===== src/rtl/serdes_pkg.sv =====
// Shared helpers for the serializer/deserializer pair.
// Holds the width-derivation function both ends use to size their bit counters.
package serdes_pkg;

  // Bit counter width for a word of 'width' bits; never narrower than 1.
  function automatic int cntr_bits(input int width);
    int c;
    c = $clog2(width);
    return (c < 1) ? 1 : c;
  endfunction

endpackage


===== src/rtl/deserializer_if.sv =====
// Serial-in / parallel-out bus of the deserializer.
// The master modport belongs to the serial source plus word consumer; the slave modport belongs to the deserializer.
interface deserializer_if #(
  parameter int DATA_WIDTH = 8
);
  logic                  i_valid;
  logic                  i_data;
  logic                  i_ready;
  logic                  i_clr_err;
  logic [DATA_WIDTH-1:0] o_data;
  logic                  o_valid;
  logic                  o_busy;
  logic                  o_overrun;
  logic                  o_frame_err;

  modport master (
    output i_valid, i_data, i_ready, i_clr_err,
    input  o_data, o_valid, o_busy, o_overrun, o_frame_err
  );

  modport slave (
    input  i_valid, i_data, i_ready, i_clr_err,
    output o_data, o_valid, o_busy, o_overrun, o_frame_err
  );
endinterface


===== src/rtl/deserializer.sv =====
// Reassembles an LSB-first, valid-qualified serial stream into DATA_WIDTH-bit words
// presented on a valid/ready output register, with sticky overrun and framing flags.
module deserializer
  import serdes_pkg::*;
#(
  parameter int DATA_WIDTH = 8
) (
  input logic           i_clk,
  input logic           i_rst,
  deserializer_if.slave bus
);

  localparam int CNTR_BITS = cntr_bits(DATA_WIDTH);
  localparam logic [CNTR_BITS-1:0] LAST_BIT = CNTR_BITS'(DATA_WIDTH - 1);

  // The top bit never needs storing: it arrives on the completing edge itself.
  logic [DATA_WIDTH-2:0] shift_reg;
  logic [CNTR_BITS-1:0]  cnt;
  logic [DATA_WIDTH-1:0] data_q;
  logic                  valid_q;
  logic                  overrun_q;
  logic                  frame_err_q;

  logic word_done;
  logic can_load;
  logic frame_break;

  assign word_done   = bus.i_valid && (cnt == LAST_BIT);
  assign can_load    = !valid_q || bus.i_ready;
  assign frame_break = !bus.i_valid && (cnt != '0);

  // NOTE: all state below is updated with non-blocking assignments so every
  // branch sees the pre-edge value of cnt/valid_q, independent of statement order.
  always_ff @(posedge i_clk or posedge i_rst) begin
    if (i_rst) begin
      shift_reg   <= '0;
      cnt         <= '0;
      data_q      <= '0;
      valid_q     <= 1'b0;
      overrun_q   <= 1'b0;
      frame_err_q <= 1'b0;
    end else begin
      if (bus.i_valid) begin
        for (int k = 0; k < DATA_WIDTH - 1; k++) begin
          if (cnt == CNTR_BITS'(k)) shift_reg[k] <= bus.i_data;
        end
        cnt <= word_done ? '0 : cnt + CNTR_BITS'(1);
      end else if (frame_break) begin
        cnt <= '0;
      end

      if (word_done && can_load) begin
        data_q  <= {bus.i_data, shift_reg};
        valid_q <= 1'b1;
      end else if (valid_q && bus.i_ready) begin
        valid_q <= 1'b0;
      end

      // A new error event in the clearing cycle wins over the clear.
      if (word_done && !can_load) overrun_q <= 1'b1;
      else if (bus.i_clr_err)     overrun_q <= 1'b0;

      if (frame_break)            frame_err_q <= 1'b1;
      else if (bus.i_clr_err)     frame_err_q <= 1'b0;
    end
  end

  assign bus.o_data      = data_q;
  assign bus.o_valid     = valid_q;
  assign bus.o_busy      = (cnt != '0);
  assign bus.o_overrun   = overrun_q;
  assign bus.o_frame_err = frame_err_q;

endmodule


===== src/flat_wrapper.sv =====
// flat-port wrapper written by rule: the top's interface ports become plain ports
module deserializer_flat import serdes_pkg::*;
#(
  parameter int DATA_WIDTH = 8
)
  (i_clk, i_rst, bus_i_valid, bus_i_data, bus_i_ready, bus_i_clr_err, bus_o_data, bus_o_valid, bus_o_busy, bus_o_overrun, bus_o_frame_err);
  deserializer_if #(.DATA_WIDTH(DATA_WIDTH)) bus_i ();
  input logic i_clk;
  input logic i_rst;
  input wire logic [$bits(bus_i.i_valid)-1:0] bus_i_valid;
  input wire logic [$bits(bus_i.i_data)-1:0] bus_i_data;
  input wire logic [$bits(bus_i.i_ready)-1:0] bus_i_ready;
  input wire logic [$bits(bus_i.i_clr_err)-1:0] bus_i_clr_err;
  output wire logic [$bits(bus_i.o_data)-1:0] bus_o_data;
  output wire logic [$bits(bus_i.o_valid)-1:0] bus_o_valid;
  output wire logic [$bits(bus_i.o_busy)-1:0] bus_o_busy;
  output wire logic [$bits(bus_i.o_overrun)-1:0] bus_o_overrun;
  output wire logic [$bits(bus_i.o_frame_err)-1:0] bus_o_frame_err;
  assign bus_i.i_valid = bus_i_valid;
  assign bus_i.i_data = bus_i_data;
  assign bus_i.i_ready = bus_i_ready;
  assign bus_i.i_clr_err = bus_i_clr_err;
  assign bus_o_data = bus_i.o_data;
  assign bus_o_valid = bus_i.o_valid;
  assign bus_o_busy = bus_i.o_busy;
  assign bus_o_overrun = bus_i.o_overrun;
  assign bus_o_frame_err = bus_i.o_frame_err;
  deserializer #(.DATA_WIDTH(DATA_WIDTH)) u_core (.i_clk(i_clk), .i_rst(i_rst), .bus(bus_i));
endmodule

===== config.mk =====
export PLATFORM = sky130hd
export DESIGN_NAME = deserializer_flat
export DESIGN_NICKNAME = d
export VERILOG_FILES = /design/src/rtl/serdes_pkg.sv /design/src/rtl/deserializer_if.sv /design/src/rtl/deserializer.sv /design/src/flat_wrapper.sv
export SDC_FILE = /design/constraint.sdc
export NUM_CORES = 1
export LEC_CHECK = 0
export CAP_MARGIN = 40
export CELL_PAD_IN_SITES_DETAIL_PLACEMENT = 1
export CELL_PAD_IN_SITES_GLOBAL_PLACEMENT = 1
export CORE_ASPECT_RATIO = 0.8
export CORE_MARGIN = 1
export CORE_UTILIZATION = 46
export CTS_BUF_LIST = sky130_fd_sc_hd__clkbuf_4 sky130_fd_sc_hd__clkbuf_8
export CTS_CLUSTER_SIZE = 28
export DETAILED_ROUTE_END_ITERATION = 10
export GPL_ROUTABILITY_DRIVEN = 0
export PLACE_DENSITY_LB_ADDON = 0.1
export SYNTH_ARGS = -nofsm -noshare
export SYNTH_HDL_FRONTEND = slang
export SYNTH_SLANG_ARGS = --single-unit

===== constraint.sdc =====
create_clock -name i_clk -period 3.1 [get_ports i_clk]
set_clock_uncertainty 0.1 [all_clocks]
set_input_delay 0.465 -clock i_clk [delete_from_list [all_inputs] [get_ports i_clk]]
set_output_delay 0.465 -clock i_clk [all_outputs]
set_load 0.03 [all_outputs]

==> results of run 1 <==
power groups by stage:
stage | clock [W] | combinational (W) | sequential [W]
after floorplan | 0 | 0.000201 | 0.000517
after global placement | 0 | 0.000421 | 0.000439
after detailed placement | 0 | 0.000437 | 0.000452
after CTS | 0.000135 | 0.000440 | 0.000445
after global routing | 0.000145 | 0.000471 | 0.000453
final | 0.000132 | 0.000435 | 0.000444
layout by cell type, fill, tap and decap left out:
master and count:
sky130_fd_sc_hd__dfrtp_1 21, sky130_fd_sc_hd__clkdlybuf4s50_1 17, sky130_fd_sc_hd__mux2_4 10, sky130_fd_sc_hd__inv_1 6, sky130_fd_sc_hd__ha_1 6, sky130_fd_sc_hd__mux2_2 5
sky130_fd_sc_hd__nand2_1 4, sky130_fd_sc_hd__nand3_1 3, sky130_fd_sc_hd__o22ai_1 3, sky130_fd_sc_hd__clkbuf_4 3, sky130_fd_sc_hd__nand2b_1 2, sky130_fd_sc_hd__and3_1 2
sky130_fd_sc_hd__nand2_2 1, sky130_fd_sc_hd__nand2b_4 1, sky130_fd_sc_hd__nor2b_4 1, sky130_fd_sc_hd__nor2b_1 1, sky130_fd_sc_hd__o31ai_1 1, sky130_fd_sc_hd__inv_2 1
sky130_fd_sc_hd__nor2_1 1, sky130_fd_sc_hd__clkinv_2 1
layout make-up:
type	instances	share of cell area
clock buffers	3	0.0190
flip-flops and latches	21	0.443
inverters	7	0.0222
multi-input cells	41	0.343
repair buffers	17	0.143
well taps	24	0.0253
clock inverters	1	0.00422
worst max path at each step:
stage,from,to,slack (ns),cells past startpoint
final,u_core.cnt[0],bus_o_busy,0.54,5
after CTS,u_core.cnt[0],bus_o_busy,0.54,5
after global placement,u_core.cnt[0],bus_o_busy,0.91,5
after global routing,u_core.cnt[0],bus_o_busy,0.41,5
after floorplan,u_core.cnt[0],bus_o_busy,1.52,4
after detailed placement,bus_i_valid,u_core.bus.o_data[6],0.80,4
worst reg2reg max path, cell delays in order, from the launching register on:
cell,delay (ns)
sky130_fd_sc_hd__dfrtp_1,0.43
sky130_fd_sc_hd__ha_1,0.20
sky130_fd_sc_hd__ha_1,0.20
sky130_fd_sc_hd__nand2_2,0.11
sky130_fd_sc_hd__nor2b_4,0.36
sky130_fd_sc_hd__mux2_4,0.35
cells in the mapped netlist, types with 2 or more instances:
cell type / number
sky130_fd_sc_hd__mux2_4: 10
sky130_fd_sc_hd__dfrtp_1: 21
sky130_fd_sc_hd__nand3_1: 3
sky130_fd_sc_hd__nand2b_1: 2
sky130_fd_sc_hd__ha_1: 6
sky130_fd_sc_hd__o22ai_1: 3
sky130_fd_sc_hd__nand2_1: 4
sky130_fd_sc_hd__inv_1: 6
sky130_fd_sc_hd__mux2_2: 5
sky130_fd_sc_hd__and3_1: 2
per-stage QoR:
step | utilization | instance area (um^2) | power (W)
finish | 0.610 | 1190 | 0.00101
global route | 0.610 | 1190 | 0.00107
CTS | 0.610 | 1190 | 0.00102
detailed placement | 0.596 | 1160 | 0.000888
global placement | 0.596 | 1160 | 0.000861
floorplan | - | 977 | 0.000717
metal layers:
layer	global-route usage	vias up
li1	-	274
met1	0.254	295
met2	0.328	15
met3	0.0645	2
met4	0.0632	0
met5	0	-
cells by family (layout without fill, tap and decap cells):
group           count (synthesis)  count (layout)  synth area share
compound gates                  4               4            0.0269
fa+ha+maj                       6               6            0.0768
buf+inv                         9              28            0.0461
flops                          21              21             0.538
mux                            15              15             0.211
simple gates                   16              16             0.101
==> run summary, run 1 <==
RUN STATUS
------------------------------------------------------------------------------------------------------
Status                                                                                       completed

ROUTING
------------------------------------------------------------------------------------------------------
Router iterations before antenna repair                                                              4
Mean number of vias per cell                                                                      5.14
Via Count                                                                                          586
Routed metal-1 wirelength                                                                       866 um
Met3 WL post-DR                                                                                  72 um
Metal2 WL                                                                                       953 um
Initial DRC count                                                                                    4
Post-route DRC violation count                                                                       0
Aggregate routed wire length                                                                   1910 um
Max Used Layer                                                                                    met4
Antenna-violating nets left                                                                          0
DR WL/cell                                                                                     16.8 um

SYNTHESIS
------------------------------------------------------------------------------------------------------
Fraction of synthesized cell area taken by the top area cell type                                0.538
Cell types occupying the most area after synthesis                                        sky130_fd_sc_hd__dfrtp_1 54%, sky130_fd_sc_hd__mux2_4 15%, sky130_fd_sc_hd__ha_1 7.7%
Area leader, netlist                                                                      sky130_fd_sc_hd__dfrtp_1
Async SR Flop Fraction                                                                            1.00
Post-synthesis cell count                                                                           71
Post-Synthesis Mean Instance Area                                                            13.8 um^2
Number of synthesized flops with an enable pin                                                       0
Distinct cell type count after synthesis                                                            19
Proportion of synthesized chip area in sequential cells                                          0.538
Post-Synthesis Net Count                                                                            83
Post-synth design cell area                                                                   977 um^2
Count of synthesis-stage warnings from yosys                                                         0
Number of flip-flops and latches in the synthesized netlist                                         21
Predominant post-synthesis flop cell                                                      sky130_fd_sc_hd__dfrtp_1

WORST SETUP PATH
------------------------------------------------------------------------------------------------------
Buffers plus inverters on the worst setup path                                                       3
Critical path capture point type                                                          primary output
Critical register-to-register path startpoint                                             u_core.cnt[0]
Worst flop-to-flop path endpoint                                                          u_core.bus.o_data[6]
Depth of the worst register-to-register path                                                         5
Data required time at the worst endpoint                                                       2.53 ns
Setup slack on the worst flop-to-flop path                                                     1.26 ns
Critical path class                                                                            reg2out
Crit-path most repeated cell                                                              sky130_fd_sc_hd__inv_1
Crit start category                                                                          flip-flop
Delay of the slowest cell on the worst path                                                    0.68 ns
Slowest CP cell                                                                           sky130_fd_sc_hd__clkdlybuf4s50_1
Arrival time of data at the critical path endpoint                                             1.99 ns
Category of cells accounting for the largest share of critical-path delay                 buffers and inverters
Critical path, cell by cell                                                               inv_1 -> ha_1 -> nor2b_1 -> inv_1 -> clkdlybuf4s50_1
Critical path fanouts, max                                                                           5

STA
------------------------------------------------------------------------------------------------------
Ratio of final minimum period to clock period                                                    0.824
RSZ-0062 raised after global routing                                                                no
Slew of the pin with the lowest slew margin                                                   0.768 ns
Total Neg Setup Slack                                                                             0 ns
Peak Freq                                                                                      391 MHz
Max Transition Viols Final                                                                           0
Post-Route Hold Slack                                                                         0.404 ns
Worst Slack Setup Final                                                                       0.544 ns
Slew headroom                                                                                    0.487
Count of endpoints failing hold in the final timing report                                           0
Final worst path period need                                                                   2.56 ns
Finish-stage setup viols                                                                             0

WORST HOLD PATH
------------------------------------------------------------------------------------------------------
Hold path cells                                                                                      1
Hold Startpoint                                                                           u_core.shift_reg[5]
Hold-critical path endpoint                                                               u_core.bus.o_data[5]
Type of the worst min-delay path                                                               reg2reg

GRT
------------------------------------------------------------------------------------------------------
Global route overflow                                                                                0
Initial antenna violation count                                                                      0
GRT Overall Usage                                                                                0.203
Vias in the first global route                                                                     609
Wire length of the first global-routing pass                                                   3130 um
Largest net degree at the start of global routing                                                   22

CELLS AND AREA
------------------------------------------------------------------------------------------------------
Ratio of cells with drive above 1 in the final layout                                            0.256
Max FFs per register                                                                                 8
Area delta synth->final                                                                          21.4%
Fill count                                                                                         189
Layout Nets                                                                                        103
Area of combinational cells with multiple inputs                                              407 um^2
Number of standard cells in the final layout excluding fillers                                     114
Antenna diodes                                                                                       0
Register cell area after layout                                                               526 um^2

CLOCK TREE
------------------------------------------------------------------------------------------------------
Insertion delay of the later-clocked pin in the worst-skew pair                                0.31 ns
Clk sinks                                                                                           21
H-tree lvl count                                                                                     1
Post-CTS sizing                                                                                      0
Master cell of the clock root buffer                                                      sky130_fd_sc_hd__clkbuf_4
Max Root-Sink Buffers                                                                                2
Clock transition at the register clock pins on the worst setup and hold paths after CTS        0.12 ns
Clock tree from TritonCTS                                                                         done
Total CTS buffers                                                                                    3
Number of hold buffers added after cts                                                               0
Post-CTS Setup Repair Bufs                                                                           0

POWER
------------------------------------------------------------------------------------------------------
VDD IR max                                                                                    0.629 mV
Share of total power consumed by net switching                                                   0.365
Share of total power in the clock network                                                        0.130
Power density over the cells                                                               852 mW/mm^2
Switching Power                                                                             0.000368 W
Cell internal pwr                                                                           0.000642 W
Leakage dissipation                                                                           0.573 nW
Logic gate share of total power                                                                  0.431
Part of the power in registers                                                                   0.439

DIE
------------------------------------------------------------------------------------------------------
Die Span Y                                                                                     43.2 um
Std-Cell Core Area                                                                        0.00194 mm^2
Number of primary I/O pins                                                                          18
Count of standard-cell rows                                                                         14
Die Outline Area                                                                          0.00231 mm^2
Die extent in x                                                                                53.5 um
Initial Util                                                                                     0.503

PLACED DESIGN
------------------------------------------------------------------------------------------------------
Pre-CTS setup slack                                                                           0.804 ns
Cell count after placement                                                                         110
Buffers on Ports                                                                                    17
HPWL reported at the end of detailed placement                                                 1460 um

FLOW RUN
------------------------------------------------------------------------------------------------------
Max-cap violations                                                                                   0

Note: power is estimated with default switching activity, not from simulation.
==> run 2, diff against run 1 <==
--- a/config.mk
+++ b/config.mk
@@ -10,7 +10,7 @@
 export CELL_PAD_IN_SITES_GLOBAL_PLACEMENT = 1
 export CORE_ASPECT_RATIO = 0.8
 export CORE_MARGIN = 1
-export CORE_UTILIZATION = 46
+export CORE_UTILIZATION = 43
 export CTS_BUF_LIST = sky130_fd_sc_hd__clkbuf_4 sky130_fd_sc_hd__clkbuf_8
 export CTS_CLUSTER_SIZE = 28
 export DETAILED_ROUTE_END_ITERATION = 10
==> constraint.sdc (replaced) <==
create_clock -name i_clk -period 2.6 [get_ports i_clk]
set_clock_uncertainty 0.1 [all_clocks]
set_input_delay 0.39 -clock i_clk [delete_from_list [all_inputs] [get_ports i_clk]]
set_output_delay 0.39 -clock i_clk [all_outputs]
set_load 0.03 [all_outputs]
==> run summary, run 2 (synthesis gave the netlist of run 1 again) <==
PLACED DESIGN
------------------------------------------------------------------------------------------------------
Cell count after placement                                                                         112   +1.8%
Buffers on Ports                                                                                    17   unchanged
Pre-CTS setup slack                                                                           0.467 ns   -0.336 ns
HPWL reported at the end of detailed placement                                                 1270 um   -13%

DIE
------------------------------------------------------------------------------------------------------
Count of standard-cell rows                                                                         15   +1
Die extent in x                                                                                55.3 um   +3.3%
Number of primary I/O pins                                                                          18   unchanged
Die Span Y                                                                                     44.6 um   +3.3%
Std-Cell Core Area                                                                        0.00216 mm^2   +11%
Die Outline Area                                                                          0.00247 mm^2   +6.7%
Initial Util                                                                                     0.453   -0.0498

CELLS AND AREA
------------------------------------------------------------------------------------------------------
Number of standard cells in the final layout excluding fillers                                     116   +1.8%
Ratio of cells with drive above 1 in the final layout                                            0.264   +0.00818
Area delta synth->final                                                                          22.5%
Antenna diodes                                                                                       0   unchanged
Final standard cell utilization of the core                                                      0.555   -0.0553
Most common cell after layout, fill and taps aside                                        sky130_fd_sc_hd__dfrtp_1
Max FFs per register                                                                                 8   unchanged
Top library cells by usage in the layout, fill and taps aside                             21 x sky130_fd_sc_hd__dfrtp_1, 17 x sky130_fd_sc_hd__clkdlybuf4s50_1, 10 x sky130_fd_sc_hd__mux2_4, 6 x sky130_fd_sc_hd__inv_1, 6 x sky130_fd_sc_hd__ha_1
Layout Nets                                                                                        104   +0.97%

WORST SETUP PATH
------------------------------------------------------------------------------------------------------
Arrival time of data at the critical path endpoint                                             1.96 ns   -0.03 ns
Delay of the slowest cell on the worst path                                                    0.60 ns   -0.08 ns
Worst flop-to-flop path endpoint                                                          u_core.bus.o_data[4]
Category of cells accounting for the largest share of critical-path delay                 buffers and inverters
Data required time at the worst endpoint                                                       2.11 ns   -0.42 ns
Buffers plus inverters on the worst setup path                                                       3   unchanged
Worst Setup SP                                                                            u_core.cnt[1]
Critical path class                                                                            reg2out
Critical path, cell by cell                                                               inv_1 -> ha_1 -> nor2b_1 -> inv_1 -> clkdlybuf4s50_1
Depth of the worst register-to-register path                                                         5   unchanged
Slowest CP cell                                                                           sky130_fd_sc_hd__clkdlybuf4s50_1
Crit-path most repeated cell                                                              sky130_fd_sc_hd__inv_1
Setup slack on the worst flop-to-flop path                                                     0.82 ns   -0.44 ns
Critical register-to-register path startpoint                                             u_core.cnt[0]
Crit start category                                                                          flip-flop
Critical path fanouts, max                                                                           3   -2
Critical path capture point type                                                          primary output

STA
------------------------------------------------------------------------------------------------------
Ratio of final minimum period to clock period                                                    0.944
Final worst path period need                                                                   2.45 ns
Finish-stage setup viols                                                                             0   unchanged
Post-Route Hold Slack                                                                         0.415 ns   +0.0105 ns
Count of endpoints failing hold in the final timing report                                           0   unchanged
Max Transition Viols Final                                                                           0   unchanged
RSZ-0062 raised after global routing                                                                no
Total Neg Setup Slack                                                                             0 ns   unchanged
Worst Slack Setup Final                                                                       0.146 ns   -0.398 ns
Peak Freq                                                                                      408 MHz
Slew headroom                                                                                    0.486   -0.00148
Slew of the pin with the lowest slew margin                                                   0.770 ns   +0.00222 ns

GRT
------------------------------------------------------------------------------------------------------
Vias in the first global route                                                                     610   +0.16%
Global route overflow                                                                                0   unchanged
Initial antenna violation count                                                                      0   unchanged
GRT Overall Usage                                                                                0.156   -0.0463
Largest net degree at the start of global routing                                                   22   unchanged
Wire length of the first global-routing pass                                                   2850 um   -9.0%

ROUTING
------------------------------------------------------------------------------------------------------
Max Used Layer                                                                                    met4
Metal2 WL                                                                                       860 um   -9.8%
Router iterations before antenna repair                                                              2   -2
Antenna-violating nets left                                                                          0   unchanged
Mean number of vias per cell                                                                      5.03   -2.1%
Initial DRC count                                                                                    5   +1
Post-route DRC violation count                                                                       0   unchanged
Met3 WL post-DR                                                                                  69 um   -4.2%
DR WL/cell                                                                                     14.8 um   -11%
Via Count                                                                                          584   -0.34%
Routed metal-1 wirelength                                                                       777 um   -10%
Aggregate routed wire length                                                                   1720 um   -9.9%

POWER
------------------------------------------------------------------------------------------------------
Leakage dissipation                                                                           0.579 nW   +0.96%
VDD IR max                                                                                    0.555 mV   -12%
Power density over the cells                                                              1000 mW/mm^2   +18%

CLOCK TREE
------------------------------------------------------------------------------------------------------
Master cell of the clock root buffer                                                      sky130_fd_sc_hd__clkbuf_4
Post-CTS sizing                                                                                      0   unchanged
Clock tree from TritonCTS                                                                         done
Post-CTS Setup Repair Bufs                                                                           0   unchanged
Number of hold buffers added after cts                                                               0   unchanged
Total CTS buffers                                                                                    3   unchanged
Clock transition at the register clock pins on the worst setup and hold paths after CTS        0.11 ns   about the same
Insertion delay of the later-clocked pin in the worst-skew pair                                0.30 ns   about the same
Clk sinks                                                                                           21   unchanged
Max Root-Sink Buffers                                                                                2   unchanged
H-tree lvl count                                                                                     1   unchanged

RUN STATUS
------------------------------------------------------------------------------------------------------
Status                                                                                       completed

FLOW RUN
------------------------------------------------------------------------------------------------------
Max-cap violations                                                                                   0   unchanged

WORST HOLD PATH
------------------------------------------------------------------------------------------------------
Type of the worst min-delay path                                                              in2async

run 2: per-layer routing:
metal	up-vias	GRT usage
li1	279	-
met1	291	0.189
met2	12	0.267
met3	2	0.0585
met4	0	0.0450
met5	-	0
run 2: how the worst max path moves through the flow:
stage	endpoint	slack, ns	depth (start not counted)
floorplan	u_core.bus.o_data[0]	1.02	6
global placement	bus_o_busy	0.52	5
detailed placement	bus_o_busy	0.47	5
CTS	bus_o_busy	0.11	5
global route	bus_o_busy	0.02	5
finish	bus_o_busy	0.15	5
run 2: layout make-up:
type | instances | area (um^2)
clock buffers | 4 | 30.0
fillers | 225 | 961
inverters | 7 | 26.3
multi-input cells | 41 | 407
flip-flops and latches | 21 | 526
well taps | 25 | 31.3
repair buffers | 18 | 178
run 2: worst reg2reg max path: stages, from the launching register on:
cell and delay, ns:
sky130_fd_sc_hd__dfrtp_1 0.43, sky130_fd_sc_hd__ha_1 0.20, sky130_fd_sc_hd__ha_1 0.18, sky130_fd_sc_hd__nand2_2 0.08, sky130_fd_sc_hd__nor2b_4 0.35, sky130_fd_sc_hd__mux2_4 0.34
run 2: through the flow:
| stage | cell area (um^2) | power (W) |
|---|---|---|
| after floorplan | 977 | 0.000855 |
| after global placement | 1170 | 0.00102 |
| after detailed placement | 1170 | 0.00105 |
| after CTS | 1200 | 0.00122 |
| after global routing | 1200 | 0.00126 |
| final | 1200 | 0.00120 |
run 2: where the power goes:
group | internal, W | switching [W]
logic | 0.000264 | 0.000248
registers | 0.000445 | 0.0000812
clock network | 0.0000701 | 0.0000908
==> run 3, diff against run 2 <==
==> constraint.sdc (replaced) <==
create_clock -name i_clk -period 2.7 [get_ports i_clk]
set_clock_uncertainty 0.1 [all_clocks]
set_input_delay 0.405 -clock i_clk [delete_from_list [all_inputs] [get_ports i_clk]]
set_output_delay 0.405 -clock i_clk [all_outputs]
set_load 0.03 [all_outputs]
==> run summary, run 3 (synthesis gave the netlist of run 1 again) <==
CELLS AND AREA
------------------------------------------------------------------------------------------------------
Area delta synth->final                                                                          21.8%
Layout Nets                                                                                        103   -0.96%
Antenna diodes                                                                                       0   unchanged
Top library cells by usage in the layout, fill and taps aside                             21 x sky130_fd_sc_hd__dfrtp_1, 17 x sky130_fd_sc_hd__clkdlybuf4s50_1, 10 x sky130_fd_sc_hd__mux2_4, 6 x sky130_fd_sc_hd__inv_1, 6 x sky130_fd_sc_hd__ha_1
Ratio of cells with drive above 1 in the final layout                                            0.256   -0.00818
Max FFs per register                                                                                 8   unchanged
Most common cell after layout, fill and taps aside                                        sky130_fd_sc_hd__dfrtp_1

WORST SETUP PATH
------------------------------------------------------------------------------------------------------
Critical path fanouts, max                                                                           5   +2
Crit-path most repeated cell                                                              sky130_fd_sc_hd__inv_1
Crit start category                                                                          flip-flop
Delay of the slowest cell on the worst path                                                    0.68 ns   +0.08 ns
Category of cells accounting for the largest share of critical-path delay                 buffers and inverters
Data required time at the worst endpoint                                                       2.19 ns   +0.08 ns
Slowest CP cell                                                                           sky130_fd_sc_hd__clkdlybuf4s50_1
Critical path capture point type                                                          primary output
Critical path class                                                                            reg2out
Buffers plus inverters on the worst setup path                                                       3   unchanged
Critical path, cell by cell                                                               inv_1 -> ha_1 -> nor2b_1 -> inv_1 -> clkdlybuf4s50_1
Arrival time of data at the critical path endpoint                                             1.98 ns   +0.02 ns

ROUTING
------------------------------------------------------------------------------------------------------
Via Count                                                                                          570   -2.4%
Antenna-violating nets left                                                                          0   unchanged
Post-route DRC violation count                                                                       0   unchanged
Mean number of vias per cell                                                                      4.96   -1.5%
DR WL/cell                                                                                     14.5 um   -2.6%
Initial DRC count                                                                                    7   +2
Router iterations before antenna repair                                                              2   unchanged
Aggregate routed wire length                                                                   1660 um   -3.4%

POWER
------------------------------------------------------------------------------------------------------
VDD IR max                                                                                    0.579 mV   +4.3%
Leakage dissipation                                                                           0.574 nW   -0.83%
Power density over the cells                                                               968 mW/mm^2   -3.4%

DIE
------------------------------------------------------------------------------------------------------
Number of primary I/O pins                                                                          18   unchanged
Die Span Y                                                                                     44.6 um   unchanged
Std-Cell Core Area                                                                        0.00216 mm^2   unchanged
Initial Util                                                                                     0.453   unchanged
Die Outline Area                                                                          0.00247 mm^2   unchanged
Die extent in x                                                                                55.3 um   unchanged
Count of standard-cell rows                                                                         15   unchanged

GRT
------------------------------------------------------------------------------------------------------
Global-route track usage on met3                                                                0.0585   unchanged
GRT Overall Usage                                                                                0.157   about the same
Initial antenna violation count                                                                      0   unchanged
Largest net degree at the start of global routing                                                   22   unchanged
Vias in the first global route                                                                     583   -4.4%
Busiest metal layer after global routing                                                          met2
Global route overflow                                                                                0   unchanged
Global routing usage on met1                                                                     0.199   +0.00938
Global routing usage on met2                                                                     0.248   -0.0193
Wire length of the first global-routing pass                                                   2810 um   -1.4%

STA
------------------------------------------------------------------------------------------------------
Post-Route Hold Slack                                                                         0.420 ns   +0.00525 ns
Ratio of final minimum period to clock period                                                    0.921
Final worst path period need                                                                   2.49 ns
Slew of the pin with the lowest slew margin                                                   0.783 ns   +0.0132 ns
Worst Slack Setup Final                                                                       0.214 ns   +0.0679 ns
Slew headroom                                                                                    0.477   -0.00882
RSZ-0062 raised after global routing                                                                no
Max Transition Viols Final                                                                           0   unchanged
Count of endpoints failing hold in the final timing report                                           0   unchanged
Total Neg Setup Slack                                                                             0 ns   unchanged
Peak Freq                                                                                      402 MHz
Finish-stage setup viols                                                                             0   unchanged

CLOCK TREE
------------------------------------------------------------------------------------------------------
Clk sinks                                                                                           21   unchanged
Insertion delay of the later-clocked pin in the worst-skew pair                                0.29 ns   about the same
Total CTS buffers                                                                                    3   unchanged
Number of hold buffers added after cts                                                               0   unchanged
Max Root-Sink Buffers                                                                                2   unchanged
Clock transition at the register clock pins on the worst setup and hold paths after CTS        0.10 ns   about the same
Post-CTS Setup Repair Bufs                                                                           0   unchanged
H-tree lvl count                                                                                     1   unchanged
Master cell of the clock root buffer                                                      sky130_fd_sc_hd__clkbuf_4
Clock tree from TritonCTS                                                                         done
Post-CTS sizing                                                                                      0   unchanged

RUN STATUS
------------------------------------------------------------------------------------------------------
Status                                                                                       completed

PLACED DESIGN
------------------------------------------------------------------------------------------------------
HPWL reported at the end of detailed placement                                                 1280 um   +1.2%
Buffers on Ports                                                                                    17   unchanged
Pre-CTS setup slack                                                                           0.502 ns   +0.0348 ns

WORST HOLD PATH
------------------------------------------------------------------------------------------------------
Type of the worst min-delay path                                                               reg2reg

FLOW RUN
------------------------------------------------------------------------------------------------------
Max-cap violations                                                                                   0   unchanged

==> run 3: cell types whose count changed in the layout (fill, tap and decap cells not counted) <==
cell / change
sky130_fd_sc_hd__buf_4: -1
==> run 3: final timing paths <==
kind	startpoint	to	slack, ns	cells after the start
setup / recovery	u_core.cnt[0]	bus_o_busy	0.21	5
hold / removal	u_core.shift_reg[5]	u_core.bus.o_data[5]	0.42	1
setup reg to reg	u_core.cnt[0]	u_core.bus.o_data[6]	0.91	5
hold reg to reg	u_core.shift_reg[5]	u_core.bus.o_data[5]	0.42	1
max in group asynchronous	i_rst	u_core.shift_reg[1]	1.57	2
min in group asynchronous	i_rst	u_core.bus.o_overrun	0.44	2
==> run 3: cell type report <==
type,count,area (um^2)
clock buffers,4,30.0
fillers,234,968
inverters,7,26.3
multi-input cells,41,407
flip-flops and latches,21,526
well taps,25,31.3
repair buffers,17,170
==> run 3: where the power goes <==
group / internal (W) / leakage, nW / switching [W]
clock: 0.0000675 / 0.0184 / 0.0000874
combinational: 0.000253 / 0.280 / 0.000240
sequential: 0.000429 / 0.275 / 0.0000752
total: 0.000750 / 0.574 / 0.000402
==> run 3: stage by stage <==
step                      utilization  std cells  power [W]  cell area (um^2)
final                           0.551        115    0.00115              1190
after global placement          0.537        111   0.000988              1160
after detailed placement        0.537        111    0.00101              1160
after CTS                       0.551        115    0.00117              1190
after global routing            0.551        115    0.00122              1190
after floorplan                     -         71   0.000824               977
==> run 3: layer usage <==
metal,share of wire,vias to the layer above
met1,0.48,280
met5,0,-
met2,0.47,14
met4,0.0084,0
met3,0.041,2
li1,-,274
